[config.mk]
export PLATFORM = sky130hd
export DESIGN_NAME = debug_host_link_flat
export DESIGN_NICKNAME = d
export VERILOG_FILES = /design/src/rtl/debug_host_link_if.sv /design/src/rtl/debug_host_link.sv /design/src/flat_wrapper.sv
export SDC_FILE = /design/constraint.sdc
export NUM_CORES = 1
export LEC_CHECK = 0
export ABC_AREA = 1
export CAP_MARGIN = 15
export CORE_ASPECT_RATIO = 0.6
export CORE_MARGIN = 8
export CORE_UTILIZATION = 39
export DETAILED_ROUTE_END_ITERATION = 10
export SYNTH_ARGS = -nofsm -noshare
export SYNTH_HDL_FRONTEND = slang
export SYNTH_SLANG_ARGS = --single-unit
export TNS_END_PERCENT = 1
[constraint.sdc]
create_clock -name clk -period 3.5 [get_ports clk]
set_input_delay 0.875 -clock clk [delete_from_list [all_inputs] [get_ports clk]]
set_output_delay 0.875 -clock clk [all_outputs]
set_load 0.03 [all_outputs]
[src/rtl/debug_host_link_if.sv]
// Bundle of the command, UART FIFO and response signals of debug_host_link.
// The slave modport is the link itself; the master modport is the host side
// that drives requests and FIFO status and observes responses.
interface debug_host_link_if;
    // Command request handshake
    logic        req_valid;
    logic        req_ready;
    logic        req_wr;
    logic [15:0] req_addr;
    logic [31:0] req_wdata;
    // UART transmit byte stream
    logic        tx_fifo_full;
    logic [7:0]  tx_fifo_data;
    logic        tx_fifo_write;
    // UART receive byte stream
    logic        rx_fifo_empty;
    logic [7:0]  rx_fifo_data;
    logic        rx_fifo_read;
    // Decoded responses and status
    logic        rsp_valid;
    logic        rsp_kind;
    logic [6:0]  rsp_tag;
    logic [31:0] rsp_data;
    logic        rsp_err;
    logic        rsp_timeout;
    logic        busy;

    modport slave (
        input  req_valid, req_wr, req_addr, req_wdata,
        input  tx_fifo_full, rx_fifo_empty, rx_fifo_data,
        output req_ready, tx_fifo_data, tx_fifo_write, rx_fifo_read,
        output rsp_valid, rsp_kind, rsp_tag, rsp_data, rsp_err, rsp_timeout, busy
    );

    modport master (
        output req_valid, req_wr, req_addr, req_wdata,
        output tx_fifo_full, rx_fifo_empty, rx_fifo_data,
        input  req_ready, tx_fifo_data, tx_fifo_write, rx_fifo_read,
        input  rsp_valid, rsp_kind, rsp_tag, rsp_data, rsp_err, rsp_timeout, busy
    );
endinterface

[src/rtl/debug_host_link.sv]
// debug_host_link: turns read/write commands into ASCII frames on a UART TX
// FIFO ("wAAAA.DDDDDDDD\n" / "qAAAA\n") and decodes "rTT.DDDDDDDD\n" read
// data and "bTT\n" write acks from the RX FIFO.
// Optional build macro DEBUG_HOST_LINK_TIMEOUT_EN adds a 16-bit response
// timeout that releases the encoder after 0xFFFF cycles of waiting.
module debug_host_link (
    input  logic               clk,
    input  logic               rst_n,
    debug_host_link_if.slave   bus
);

    typedef enum logic [1:0] {E_IDLE, E_SEND, E_WAIT} enc_state_e;
    typedef enum logic [2:0] {D_IDLE, D_TAG1, D_TAG0, D_DOT, D_DATA, D_NL} dec_state_e;

    localparam logic [7:0] CH_W   = 8'h77;  // 'w'
    localparam logic [7:0] CH_Q   = 8'h71;  // 'q'
    localparam logic [7:0] CH_R   = 8'h72;  // 'r'
    localparam logic [7:0] CH_B   = 8'h62;  // 'b'
    localparam logic [7:0] CH_DOT = 8'h2E;  // '.'
    localparam logic [7:0] CH_NL  = 8'h0A;  // '\n'

    // Uppercase ASCII for one nibble
    function automatic logic [7:0] nib_to_ascii(input logic [3:0] n);
        return (n < 4'd10) ? (8'h30 + {4'h0, n}) : (8'h37 + {4'h0, n});
    endfunction

    // {valid, nibble} for 0-9, A-F, a-f; valid = 0 for anything else
    function automatic logic [4:0] ascii_to_nib(input logic [7:0] c);
        if (c >= 8'h30 && c <= 8'h39)                               return {1'b1, c[3:0]};
        else if ((c >= 8'h41 && c <= 8'h46) || (c >= 8'h61 && c <= 8'h66)) return {1'b1, c[3:0] + 4'd9};
        else                                                        return 5'b0;
    endfunction

    // ---------------- encoder ----------------
    enc_state_e  enc_state_q;
    logic        wr_q;
    logic [15:0] addr_q;
    logic [31:0] wdata_q;
    logic [3:0]  idx_q;
    logic [7:0]  frame_byte;
    logic [15:0] addr_sh;
    logic [31:0] data_sh;
    logic [3:0]  last_idx;
    logic        timeout_hit;
    logic        rsp_valid_q;
    logic        rsp_err_q;

    assign last_idx = wr_q ? 4'd14 : 4'd5;

    // Byte of the current frame selected by the byte index
    always_comb begin
        // NOTE: every output of a combinational block gets a default first so no latch is inferred.
        frame_byte = CH_NL;
        addr_sh    = addr_q << {idx_q - 4'd1, 2'b00};
        data_sh    = wdata_q << {idx_q - 4'd6, 2'b00};
        if (idx_q == 4'd0)                        frame_byte = wr_q ? CH_W : CH_Q;
        else if (idx_q <= 4'd4)                   frame_byte = nib_to_ascii(addr_sh[15:12]);
        else if (wr_q && idx_q == 4'd5)           frame_byte = CH_DOT;
        else if (wr_q && idx_q <= 4'd13)          frame_byte = nib_to_ascii(data_sh[31:28]);
    end

`ifdef DEBUG_HOST_LINK_TIMEOUT_EN
    logic [15:0] wait_cnt_q;
    assign timeout_hit = (enc_state_q == E_WAIT) && (wait_cnt_q == 16'hFFFF);
`else
    assign timeout_hit = 1'b0;
`endif

    // Encoder FSM: accept a command, stream its frame, wait for the reply
    always_ff @(posedge clk or negedge rst_n) begin
        if (!rst_n) begin
            enc_state_q <= E_IDLE;
            wr_q        <= 1'b0;
            addr_q      <= '0;
            wdata_q     <= '0;
            idx_q       <= '0;
`ifdef DEBUG_HOST_LINK_TIMEOUT_EN
            wait_cnt_q  <= '0;
`endif
        end else begin
            // NOTE: state registers use non-blocking assignments so every flop samples pre-edge values.
            case (enc_state_q)
                E_IDLE: begin
                    if (bus.req_valid) begin
                        wr_q        <= bus.req_wr;
                        addr_q      <= bus.req_addr;
                        wdata_q     <= bus.req_wdata;
                        idx_q       <= '0;
                        enc_state_q <= E_SEND;
                    end
                end
                E_SEND: begin
                    if (!bus.tx_fifo_full) begin
                        if (idx_q == last_idx) begin
                            idx_q       <= '0;
                            enc_state_q <= E_WAIT;
`ifdef DEBUG_HOST_LINK_TIMEOUT_EN
                            wait_cnt_q  <= '0;
`endif
                        end else begin
                            idx_q <= idx_q + 4'd1;
                        end
                    end
                end
                E_WAIT: begin
                    if (rsp_valid_q || rsp_err_q || timeout_hit) enc_state_q <= E_IDLE;
`ifdef DEBUG_HOST_LINK_TIMEOUT_EN
                    else wait_cnt_q <= wait_cnt_q + 16'd1;
`endif
                end
                default: enc_state_q <= E_IDLE;
            endcase
        end
    end

    assign bus.req_ready     = (enc_state_q == E_IDLE);
    assign bus.busy          = (enc_state_q != E_IDLE);
    assign bus.tx_fifo_write = (enc_state_q == E_SEND) && !bus.tx_fifo_full;
    assign bus.tx_fifo_data  = (enc_state_q == E_SEND) ? frame_byte : 8'h00;
    assign bus.rsp_timeout   = timeout_hit;

    // ---------------- decoder ----------------
    dec_state_e  dec_state_q;
    logic        kind_q;
    logic [6:0]  tag_sr_q;
    logic [31:0] data_sr_q;
    logic [2:0]  dcnt_q;
    logic        rsp_kind_q;
    logic [6:0]  rsp_tag_q;
    logic [31:0] rsp_data_q;
    logic [4:0]  rx_hex;

    assign bus.rx_fifo_read = !bus.rx_fifo_empty;
    assign rx_hex           = ascii_to_nib(bus.rx_fifo_data);

    // Decoder FSM: parse one received byte per cycle, pulse valid or err
    always_ff @(posedge clk or negedge rst_n) begin
        if (!rst_n) begin
            dec_state_q <= D_IDLE;
            kind_q      <= 1'b0;
            tag_sr_q    <= '0;
            data_sr_q   <= '0;
            dcnt_q      <= '0;
            rsp_valid_q <= 1'b0;
            rsp_err_q   <= 1'b0;
            rsp_kind_q  <= 1'b0;
            rsp_tag_q   <= '0;
            rsp_data_q  <= '0;
        end else begin
            rsp_valid_q <= 1'b0;
            rsp_err_q   <= 1'b0;
            if (bus.rx_fifo_read) begin
                case (dec_state_q)
                    D_IDLE: begin
                        if (bus.rx_fifo_data == CH_R) begin
                            kind_q      <= 1'b0;
                            dec_state_q <= D_TAG1;
                        end else if (bus.rx_fifo_data == CH_B) begin
                            kind_q      <= 1'b1;
                            dec_state_q <= D_TAG1;
                        end
                    end
                    D_TAG1: begin
                        if (rx_hex[4]) begin
                            tag_sr_q[6:4] <= rx_hex[2:0];
                            dec_state_q   <= D_TAG0;
                        end else begin
                            rsp_err_q   <= 1'b1;
                            dec_state_q <= D_IDLE;
                        end
                    end
                    D_TAG0: begin
                        if (rx_hex[4]) begin
                            tag_sr_q[3:0] <= rx_hex[3:0];
                            dec_state_q   <= kind_q ? D_NL : D_DOT;
                        end else begin
                            rsp_err_q   <= 1'b1;
                            dec_state_q <= D_IDLE;
                        end
                    end
                    D_DOT: begin
                        if (bus.rx_fifo_data == CH_DOT) begin
                            dcnt_q      <= '0;
                            dec_state_q <= D_DATA;
                        end else begin
                            rsp_err_q   <= 1'b1;
                            dec_state_q <= D_IDLE;
                        end
                    end
                    D_DATA: begin
                        if (rx_hex[4]) begin
                            data_sr_q <= {data_sr_q[27:0], rx_hex[3:0]};
                            dcnt_q    <= dcnt_q + 3'd1;
                            if (dcnt_q == 3'd7) dec_state_q <= D_NL;
                        end else begin
                            rsp_err_q   <= 1'b1;
                            dec_state_q <= D_IDLE;
                        end
                    end
                    D_NL: begin
                        if (bus.rx_fifo_data == CH_NL) begin
                            rsp_valid_q <= 1'b1;
                            rsp_kind_q  <= kind_q;
                            rsp_tag_q   <= tag_sr_q;
                            rsp_data_q  <= kind_q ? 32'h0 : data_sr_q;
                        end else begin
                            rsp_err_q <= 1'b1;
                        end
                        dec_state_q <= D_IDLE;
                    end
                    default: dec_state_q <= D_IDLE;
                endcase
            end
        end
    end

    assign bus.rsp_valid = rsp_valid_q;
    assign bus.rsp_err   = rsp_err_q;
    assign bus.rsp_kind  = rsp_kind_q;
    assign bus.rsp_tag   = rsp_tag_q;
    assign bus.rsp_data  = rsp_data_q;

endmodule

[src/flat_wrapper.sv]
// flat-port wrapper written by rule: the top's interface ports become plain ports
module debug_host_link_flat 
  (clk, rst_n, bus_req_valid, bus_req_wr, bus_req_addr, bus_req_wdata, bus_tx_fifo_full, bus_rx_fifo_empty, bus_rx_fifo_data, bus_req_ready, bus_tx_fifo_data, bus_tx_fifo_write, bus_rx_fifo_read, bus_rsp_valid, bus_rsp_kind, bus_rsp_tag, bus_rsp_data, bus_rsp_err, bus_rsp_timeout, bus_busy);
  debug_host_link_if bus_i ();
  input  logic clk;
  input  logic rst_n;
  input wire logic [$bits(bus_i.req_valid)-1:0] bus_req_valid;
  input wire logic [$bits(bus_i.req_wr)-1:0] bus_req_wr;
  input wire logic [$bits(bus_i.req_addr)-1:0] bus_req_addr;
  input wire logic [$bits(bus_i.req_wdata)-1:0] bus_req_wdata;
  input wire logic [$bits(bus_i.tx_fifo_full)-1:0] bus_tx_fifo_full;
  input wire logic [$bits(bus_i.rx_fifo_empty)-1:0] bus_rx_fifo_empty;
  input wire logic [$bits(bus_i.rx_fifo_data)-1:0] bus_rx_fifo_data;
  output wire logic [$bits(bus_i.req_ready)-1:0] bus_req_ready;
  output wire logic [$bits(bus_i.tx_fifo_data)-1:0] bus_tx_fifo_data;
  output wire logic [$bits(bus_i.tx_fifo_write)-1:0] bus_tx_fifo_write;
  output wire logic [$bits(bus_i.rx_fifo_read)-1:0] bus_rx_fifo_read;
  output wire logic [$bits(bus_i.rsp_valid)-1:0] bus_rsp_valid;
  output wire logic [$bits(bus_i.rsp_kind)-1:0] bus_rsp_kind;
  output wire logic [$bits(bus_i.rsp_tag)-1:0] bus_rsp_tag;
  output wire logic [$bits(bus_i.rsp_data)-1:0] bus_rsp_data;
  output wire logic [$bits(bus_i.rsp_err)-1:0] bus_rsp_err;
  output wire logic [$bits(bus_i.rsp_timeout)-1:0] bus_rsp_timeout;
  output wire logic [$bits(bus_i.busy)-1:0] bus_busy;
  assign bus_i.req_valid = bus_req_valid;
  assign bus_i.req_wr = bus_req_wr;
  assign bus_i.req_addr = bus_req_addr;
  assign bus_i.req_wdata = bus_req_wdata;
  assign bus_i.tx_fifo_full = bus_tx_fifo_full;
  assign bus_i.rx_fifo_empty = bus_rx_fifo_empty;
  assign bus_i.rx_fifo_data = bus_rx_fifo_data;
  assign bus_req_ready = bus_i.req_ready;
  assign bus_tx_fifo_data = bus_i.tx_fifo_data;
  assign bus_tx_fifo_write = bus_i.tx_fifo_write;
  assign bus_rx_fifo_read = bus_i.rx_fifo_read;
  assign bus_rsp_valid = bus_i.rsp_valid;
  assign bus_rsp_kind = bus_i.rsp_kind;
  assign bus_rsp_tag = bus_i.rsp_tag;
  assign bus_rsp_data = bus_i.rsp_data;
  assign bus_rsp_err = bus_i.rsp_err;
  assign bus_rsp_timeout = bus_i.rsp_timeout;
  assign bus_busy = bus_i.busy;
  debug_host_link u_core (.clk(clk), .rst_n(rst_n), .bus(bus_i));
endmodule
==> results of run 1 <==
[metal layers]
| layer | vias to the layer above | routed length [um] |
|---|---|---|
| met4 | 0 | 61 |
| met2 | 129 | 6862 |
| met5 | - | 0 |
| met1 | 2539 | 9218 |
| li1 | 2709 | - |
| met3 | 4 | 958 |
[worst paths after layout]
path                                                   start                                   to  slack (ns)  cells past startpoint
setup / recovery                 u_core.idx_q[2]$_DFFE_PN0P_                  bus_tx_fifo_data[2]        0.12                     13
hold / removal                                         rst_n  u_core.bus.rsp_data[16]$_DFFE_PN0P_        0.43                      1
setup reg to reg           u_core.dec_state_q[2]$_DFFE_PN0P_      u_core.bus.rsp_kind$_DFFE_PN0P_        1.75                      7
hold reg to reg            u_core.bus.rsp_tag[5]$_DFFE_PN0P_    u_core.bus.rsp_tag[5]$_DFFE_PN0P_        0.48                      2
max in group asynchronous                              rst_n    u_core.bus.rsp_tag[0]$_DFFE_PN0P_        2.22                      2
min in group clk           u_core.bus.rsp_tag[5]$_DFFE_PN0P_    u_core.bus.rsp_tag[5]$_DFFE_PN0P_        0.48                      2
[cells in the final DEF, fill, tap and decap left out, types with 10 or more instances in the layout]
cell,Yosys,layout
o21ai_1,44,44
buf_4,4,16
nor2_1,60,58
dfrtp_1,143,142
o21ai_0,55,55
nand2_1,163,162
nand3_1,27,27
a21oi_1,33,32
clkdlybuf4s50_1,0,106
inv_1,90,87
mux2_2,27,27
clkbuf_16,0,17
ha_1,14,10
[stage by stage]
| stage | cells | utilization | power [mW] | area, um2 | TNS (ns) |
|---|---|---|---|---|---|
| 6_report | 1126 | 0.5230 | 6.529 | 8935 | 0 |
| 5_1_grt | 1126 | 0.5230 | 6.956 | 8935 | -0.03722 |
| 4_1_cts | 1121 | 0.5150 | 6.398 | 8797 | 0 |
| 3_5_place_dp | 1089 | 0.4781 | 4.508 | 8168 | 0 |
| 3_3_place_gp | 1089 | 0.4781 | 4.482 | 8168 | 0 |
| 2_1_floorplan | 758 | - | 3.803 | 6779 | 0 |
[state kept, by name, summed over array words and instances, names as in the netlist, 4 cells and up]
register and count:
u_core.tag_sr_q 7, u_core.wdata_q 32, u_core.bus.rsp_data 32, u_core.addr_q 16, u_core.idx_q 4, u_core.data_sr_q 32
u_core.bus.rsp_tag 7
[power by group through the flow]
| stage | Sequential [mW] | Clock, mW | Combinational, mW |
|---|---|---|---|
| after global routing | 2.21 | 1.92 | 2.82 |
| after global placement | 2.19 | 0 | 2.29 |
| after floorplan | 2.14 | 0 | 1.66 |
| final | 2.17 | 1.81 | 2.55 |
| after CTS | 2.17 | 1.86 | 2.37 |
| after detailed placement | 2.19 | 0 | 2.31 |
[cells by family after synthesis]
logic type / Yosys count
fa+ha+maj: 14
compound gates: 156
xor+xnor: 8
buf+inv: 124
other cells: 1
simple gates: 282
mux: 29
flops: 143
[worst reg2reg max path, stage by stage (launching register included)]
cell	delay (ns)
dfrtp_1	0.45
nand3_1	0.15
nor2_1	0.05
nand2_1	0.14
buf_4	0.42
inv_1	0.25
nor2_1	0.13
nor2_1	0.05
[cell type report]
type	instances	area share
Clock buffer	18	0.04915
Clock inverter	14	0.01624
Inverter	94	0.03977
Multi-Input combinational cell	491	0.3088
Sequential cell	143	0.4006
Tap cell	234	0.03277
Timing Repair Buffer	132	0.1526
[what timing repair did]
item / in CTS / in global routing
endpoints found under the setup margin: 5 / 7
setup buffers: 0 / 5
gates resized for setup: 8 / 21
gates cloned: 0 / 0
pin swaps: 0 / 5
==> summary.txt, run 1 <==
status = complete, no violations
area leader, netlist = dfrtp_1
RSZ-0062 raised after global routing = yes
hold buffers post-CTS = 0
Worst Skew = 0.008996 ns
Routed wire per std cell = 15.19 um
CTS Buf Count = 17
sequential power share = 0.332
Yosys top cell area share = 0.5282
worst-path fanout max = 6
GRT met2 Usage = 0.2096
FF+latch count, synth = 143
Primary FF master, synth = dfrtp_1
crit end category = primary output
first-pass GRT wire length = 28510 um
Synth Area in XOR/XNOR = 0.01256
GPL Wtd Cong = 0.8771
initial antenna violation count = 0
Initial Utilization = 0.3966
Worst Hold Class = in -> async
Syn Area/Cell = 8.950 um2
CP dominant cell by count = nand2_1
Hold WS = 0.4266 ns
Setup WS post-layout = 0.1181 ns
largest family of logic cells by synthesized area = simple AND/OR/NAND/NOR gates
full die area = 21980 um2
busiest layer in global routing = met1
Synth area leaders = dfrtp_1, nand2_1, inv_1, mux2_2, o21ai_0
Worst slew margin = 0.6243
row cnt = 37
met1 track demand over resource = 0.2557
mux contribution to synthesized area = 0.04820
Die Ht = 118.1 um
sequential area share after synthesis = 0.5282
worst skew pair latency = 0.41 ns
drc violations = 0
number of synthesized flops with an enable pin = 0
share of layout cells above drive strength 1 = 0.1424
Die W = 186.2 um
Setup CP Type = reg -> out
vias in the first global route = 5220
largest net degree at the start of global routing = 62
Synth Area in Simple Gates = 0.1780
Clock transition at path regs = 0.07 ns
met3 GRT Util = 0.04778
Sw Ratio = 0.3778
Final Hold Fails = 0
clk sink count = 143
CP max stage cell = dfrtp_2
Sw Pwr = 2.467 mW
multi-input logic area = 2759 um2
PD cells = 730.8 nW/um2
pre-CTS WS = 0.2602 ns
Detailed Routing Iterations Pass 1 = 5
Tightest Pin Transition = 0.5636 ns
Routed Antenna Nets = 0
post-synthesis cell type count = 45
Fill cells = 1607
register area = 3580 um2
gr usage total = 0.1615
initial DRC count = 403
root buffer cell = clkbuf_16
Vias/cell = 4.779
cell family with most CP delay = adder cells
LEAKAGE = 3.965 nW
Synth Warn # = 0
CP Buf/Inv Count = 3
Max Clock Freq = 0.2957 GHz
Worst Path Required = 2.62 ns
post-synthesis compound-gate area fraction = 0.1263
Logic pwr share = 0.391
crit path time final = 3.382 ns
most frequent cell after synthesis = nand2_1
grt ovf = 0
CTS tree = yes
H-tree lvl count = 4
MaxCap Viol Count = 0
Final Setup Violations = 0
IO Port Bufs = 114
wirelength, routed = 17100 um
fin crit share = 0.9663
internal power = 4.062 mW
synthesized area = 6775 um2
maximum vdd ir drop = 373.3 uV
fin nets = 955
clk buf depth = 2
I/O Pins = 117
gate count after technology mapping = 757
crit path cell chain = inv_2 -> ha_4 -> inv_1 -> nand3_1 -> nand3_4 -> ha_1 -> xor2_1 -> nand2_1 -> nand2_1 -> nand2_1 -> nand2_1 -> a21oi_1 -> buf_4
worst path arrival time = 2.51 ns
max-slew violation count = 0
synth-to-layout area growth = 31.87%
Clk pwr share = 0.277
DP HPWL = 12270 um
Worst setup SP type = flip-flop
# diodes = 0
post-synthesis adder-cell area fraction = 0.02585
max incr delay on CP = 0.41 ns
async set-or-reset flop fraction in the synthesized netlist = 1.000
Core ar. = 17080 um2
DR vias = 5381
most frequent cells after synthesis = nand2_1, dfrtp_1, inv_1
No activity file was read; power rests on OpenSTA's default activity.
==> inputs of run 2 (changes only) <==
--- a/config.mk
+++ b/config.mk
@@ -11,6 +11,7 @@
 export CORE_MARGIN = 8
 export CORE_UTILIZATION = 39
 export DETAILED_ROUTE_END_ITERATION = 10
+export RECOVER_POWER = 50
 export SYNTH_ARGS = -nofsm -noshare
 export SYNTH_HDL_FRONTEND = slang
 export SYNTH_SLANG_ARGS = --single-unit
==> run 2 against run 1 <==
Sequential share of layout area increased by 0.067 points. Design area decreased by 0.17%. The flow now finishes with violations (max-capacitance violations, max-slew violations). Utilization down 0.088 points. Hold slack better by 0.056 ns. Fmax is essentially flat. Clock skew about the same. First-iteration DRC count grew 3.2%. Die area is the same. Critical endpoint unchanged. Critical path depth unchanged.
==> summary.txt, run 2 (synthesized netlist as in run 1, its figures left out) <==
Cells after DPL = 1089 (unchanged)
Logic pwr share = 0.391 (about the same)
Vias/cell = 4.771 (-0.17%)
share of layout cells above drive strength 1 = 0.1413 (-0.001121)
pre-CTS WS = 0.2602 ns (unchanged)
root buffer cell = clkbuf_16
gr usage total = 0.1615 (unchanged)
largest net degree at the start of global routing = 62 (unchanged)
CP max stage cell = dfrtp_1
fin crit share = 0.9660 (about the same)
worst skew pair latency = 0.41 ns (about the same)
H-tree lvl count = 4 (unchanged)
Sw Pwr = 2.464 mW (-0.12%)
Worst Hold Class = reg -> reg
CP dominant cell by count = nand2_1
full die area = 21980 um2 (unchanged)
Die Ht = 118.1 um (unchanged)
fin nets = 955 (unchanged)
reg2reg start = u_core.enc_state_q[0]$_DFFE_PN0P_
hold wc startpoint = u_core.bus.rsp_tag[5]$_DFFE_PN0P_
CTS Buf Count = 17 (unchanged)
synth-to-layout area growth = 31.65%
MaxCap Viol Count = 1 (+1)
hold endpoint = u_core.bus.rsp_tag[5]$_DFFE_PN0P_
wl on met1 = 9217 um (about the same)
LEAKAGE = 3.961 nW (-0.10%)
drc violations = 0 (unchanged)
clk sink count = 143 (unchanged)
initial DRC count = 416 (+3.2%)
Initial Utilization = 0.3966 (unchanged)
initial antenna violation count = 0 (unchanged)
Worst slew margin = -0.01673 (-0.6410)
row cnt = 37 (unchanged)
wirelength, routed = 17090 um (about the same)
PD cells = 731.5 nW/um2 (about the same)
I/O Pins = 117 (unchanged)
max incr delay on CP = 0.41 ns (about the same)
RSZ-0062 raised after global routing = yes
violated checks = max-capacitance violations, max-slew violations
Max Clock Freq = 0.2958 GHz (about the same)
maximum vdd ir drop = 372.3 uV (-0.27%)
max-slew violation count = 61 (+61)
post-route cell area = 8920 um2 (-0.17%)
Worst Skew = 0.009126 ns (+0.0001299 ns)
grt ovf = 0 (unchanged)
most frequent cells in the layout = nand2_1, dfrtp_1, clkdlybuf4s50_1, inv_1, nor2_1
worst reg2reg endpoint = u_core.wdata_q[13]$_DFFE_PN0P_
WL met2 = 6875 um (+0.19%)
flop-to-flop setup slack = 1.32 ns (-0.43 ns)
final cell count without fillers = 1126 (unchanged)
Worst Path Required = 2.62 ns (about the same)
worst path arrival time = 2.51 ns (about the same)
IO Port Bufs = 114 (unchanged)
Die W = 186.2 um (unchanged)
internal power = 4.061 mW (about the same)
met3 wire length = 934 um (-2.5%)
Detailed Routing Iterations Pass 1 = 5 (unchanged)
Sw Ratio = 0.3776 (about the same)
sequential power share = 0.332 (about the same)
Core ar. = 17080 um2 (unchanged)
Final Setup Violations = 0 (unchanged)
# diodes = 0 (unchanged)
Routed wire per std cell = 15.18 um (about the same)
hold depth = 2
cell family with most CP delay = adder cells
Tightest Pin Transition = 1.525 ns (+0.9615 ns)
Final Hold Fails = 0 (unchanged)
total chip power = 6.525 mW (about the same)
CTS tree = yes
vias in the first global route = 5220 (unchanged)
Setup CP Type = reg -> out
Setup WS post-layout = 0.1190 ns (+0.0008850 ns)
Clk pwr share = 0.277 (about the same)
first-pass GRT wire length = 28510 um (unchanged)
Routed Antenna Nets = 0 (unchanged)
CP Buf/Inv Count = 3 (unchanged)
clk buf depth = 2 (unchanged)
crit end category = primary output
status = finished with violations
DR vias = 5372 (-0.17%)
most common cell after layout, fill and taps aside = nand2_1
crit path cell chain = inv_4 -> ha_4 -> inv_1 -> nand3_1 -> nand3_4 -> ha_1 -> xor2_1 -> nand2_1 -> nand2_1 -> nand2_1 -> nand2_1 -> a21oi_1 -> buf_4
top routing layer in use = met4
Worst setup SP type = flip-flop
R2R depth = 6 (-1)
DP HPWL = 12270 um (unchanged)
Clock transition at path regs = 0.06 ns (about the same)
Area after DPL = 8168 um2 (unchanged)
GPL Wtd Cong = 0.8771 (unchanged)
crit path time final = 3.381 ns (-0.0008850 ns)
worst-path fanout max = 6 (unchanged)
-- run 2: cell count changes in the layout (fill, tap and decap cells not counted), sizes merged --
cell	previous run	this run
buf	26	23
clkdlybuf4s50	106	104
dlygate4sd3	0	2
clkbuf	18	21
-- run 2: how the worst max path moves through the flow --
| stage | startpoint | to | cells past startpoint |
|---|---|---|---|
| after global routing | u_core.idx_q[1]$_DFFE_PN0P_ | bus_tx_fifo_data[0] | 14 |
| after detailed placement | u_core.idx_q[2]$_DFFE_PN0P_ | bus_tx_fifo_data[2] | 13 |
| final | u_core.idx_q[1]$_DFFE_PN0P_ | bus_tx_fifo_data[2] | 13 |
| after CTS | u_core.idx_q[1]$_DFFE_PN0P_ | bus_tx_fifo_data[3] | 13 |
| after global placement | u_core.idx_q[2]$_DFFE_PN0P_ | bus_tx_fifo_data[2] | 13 |
| after floorplan | u_core.idx_q[0]$_DFFE_PN0P_ | bus_tx_fifo_data[6] | 11 |
-- run 2: worst reg2reg max path, stage by stage, from the launching register on --
cell,delay (ns)
dfrtp_1,0.40
nor2_1,0.23
nand2_2,0.08
clkbuf_2,0.61
buf_4,0.47
nor2_1,0.16
a21oi_1,0.06
-- run 2: layer usage --
metal	vias to the layer above	track usage
met2	114	0.2096
met1	2546	0.2557
met4	0	0.02964
li1	2708	-
met3	4	0.04778
met5	-	0
-- run 2: area by class of cell --
| cell class | instances | area, um2 |
|---|---|---|
| Clock inverter | 14 | 145.1 |
| Tap cell | 234 | 292.8 |
| Sequential cell | 143 | 3580 |
| Inverter | 94 | 355.3 |
| Timing Repair Buffer | 132 | 1353 |
| Fill cell | 1607 | 8163 |
| Clock buffer | 18 | 439.2 |
| Multi-Input combinational cell | 491 | 2755 |
-- run 2: per-stage QoR --
step,setup TNS (ns),hold WS [ns],util
2_1_floorplan,0,0.4422,-
3_3_place_gp,0,0.4656,0.4781
3_5_place_dp,0,0.4690,0.4781
4_1_cts,0,0.4447,0.5150
5_1_grt,-0.03694,0.4982,0.5222
6_report,0,0.4826,0.5222
-- run 2: power by group through the flow --
stage / logic, mW / clock network (mW) / registers [mW]
final: 2.55 / 1.81 / 2.17
after global placement: 2.29 / 0 / 2.19
after detailed placement: 2.31 / 0 / 2.19
after CTS: 2.37 / 1.86 / 2.17
after global routing: 2.82 / 1.92 / 2.21
after floorplan: 1.66 / 0 / 2.14
-- run 2: timing repair --
| item | in CTS | in global routing |
|---|---|---|
| endpoints found under the setup margin | 5 | 7 |
| pin swaps | 0 | 5 |
| hold endpoints to repair | 0 | 0 |
| setup buffers | 0 | 5 |
| hold buffers | 0 | 0 |
| gates resized for setup | 8 | 21 |
==> inputs of run 3 (changes only) <==
--- a/config.mk
+++ b/config.mk
@@ -6,7 +6,6 @@
 export NUM_CORES = 1
 export LEC_CHECK = 0
 export ABC_AREA = 1
-export CAP_MARGIN = 15
 export CORE_ASPECT_RATIO = 0.6
 export CORE_MARGIN = 8
 export CORE_UTILIZATION = 39
==> results of run 3 <==
The final DEF is identical to that of run 2; final timing and power are the same.
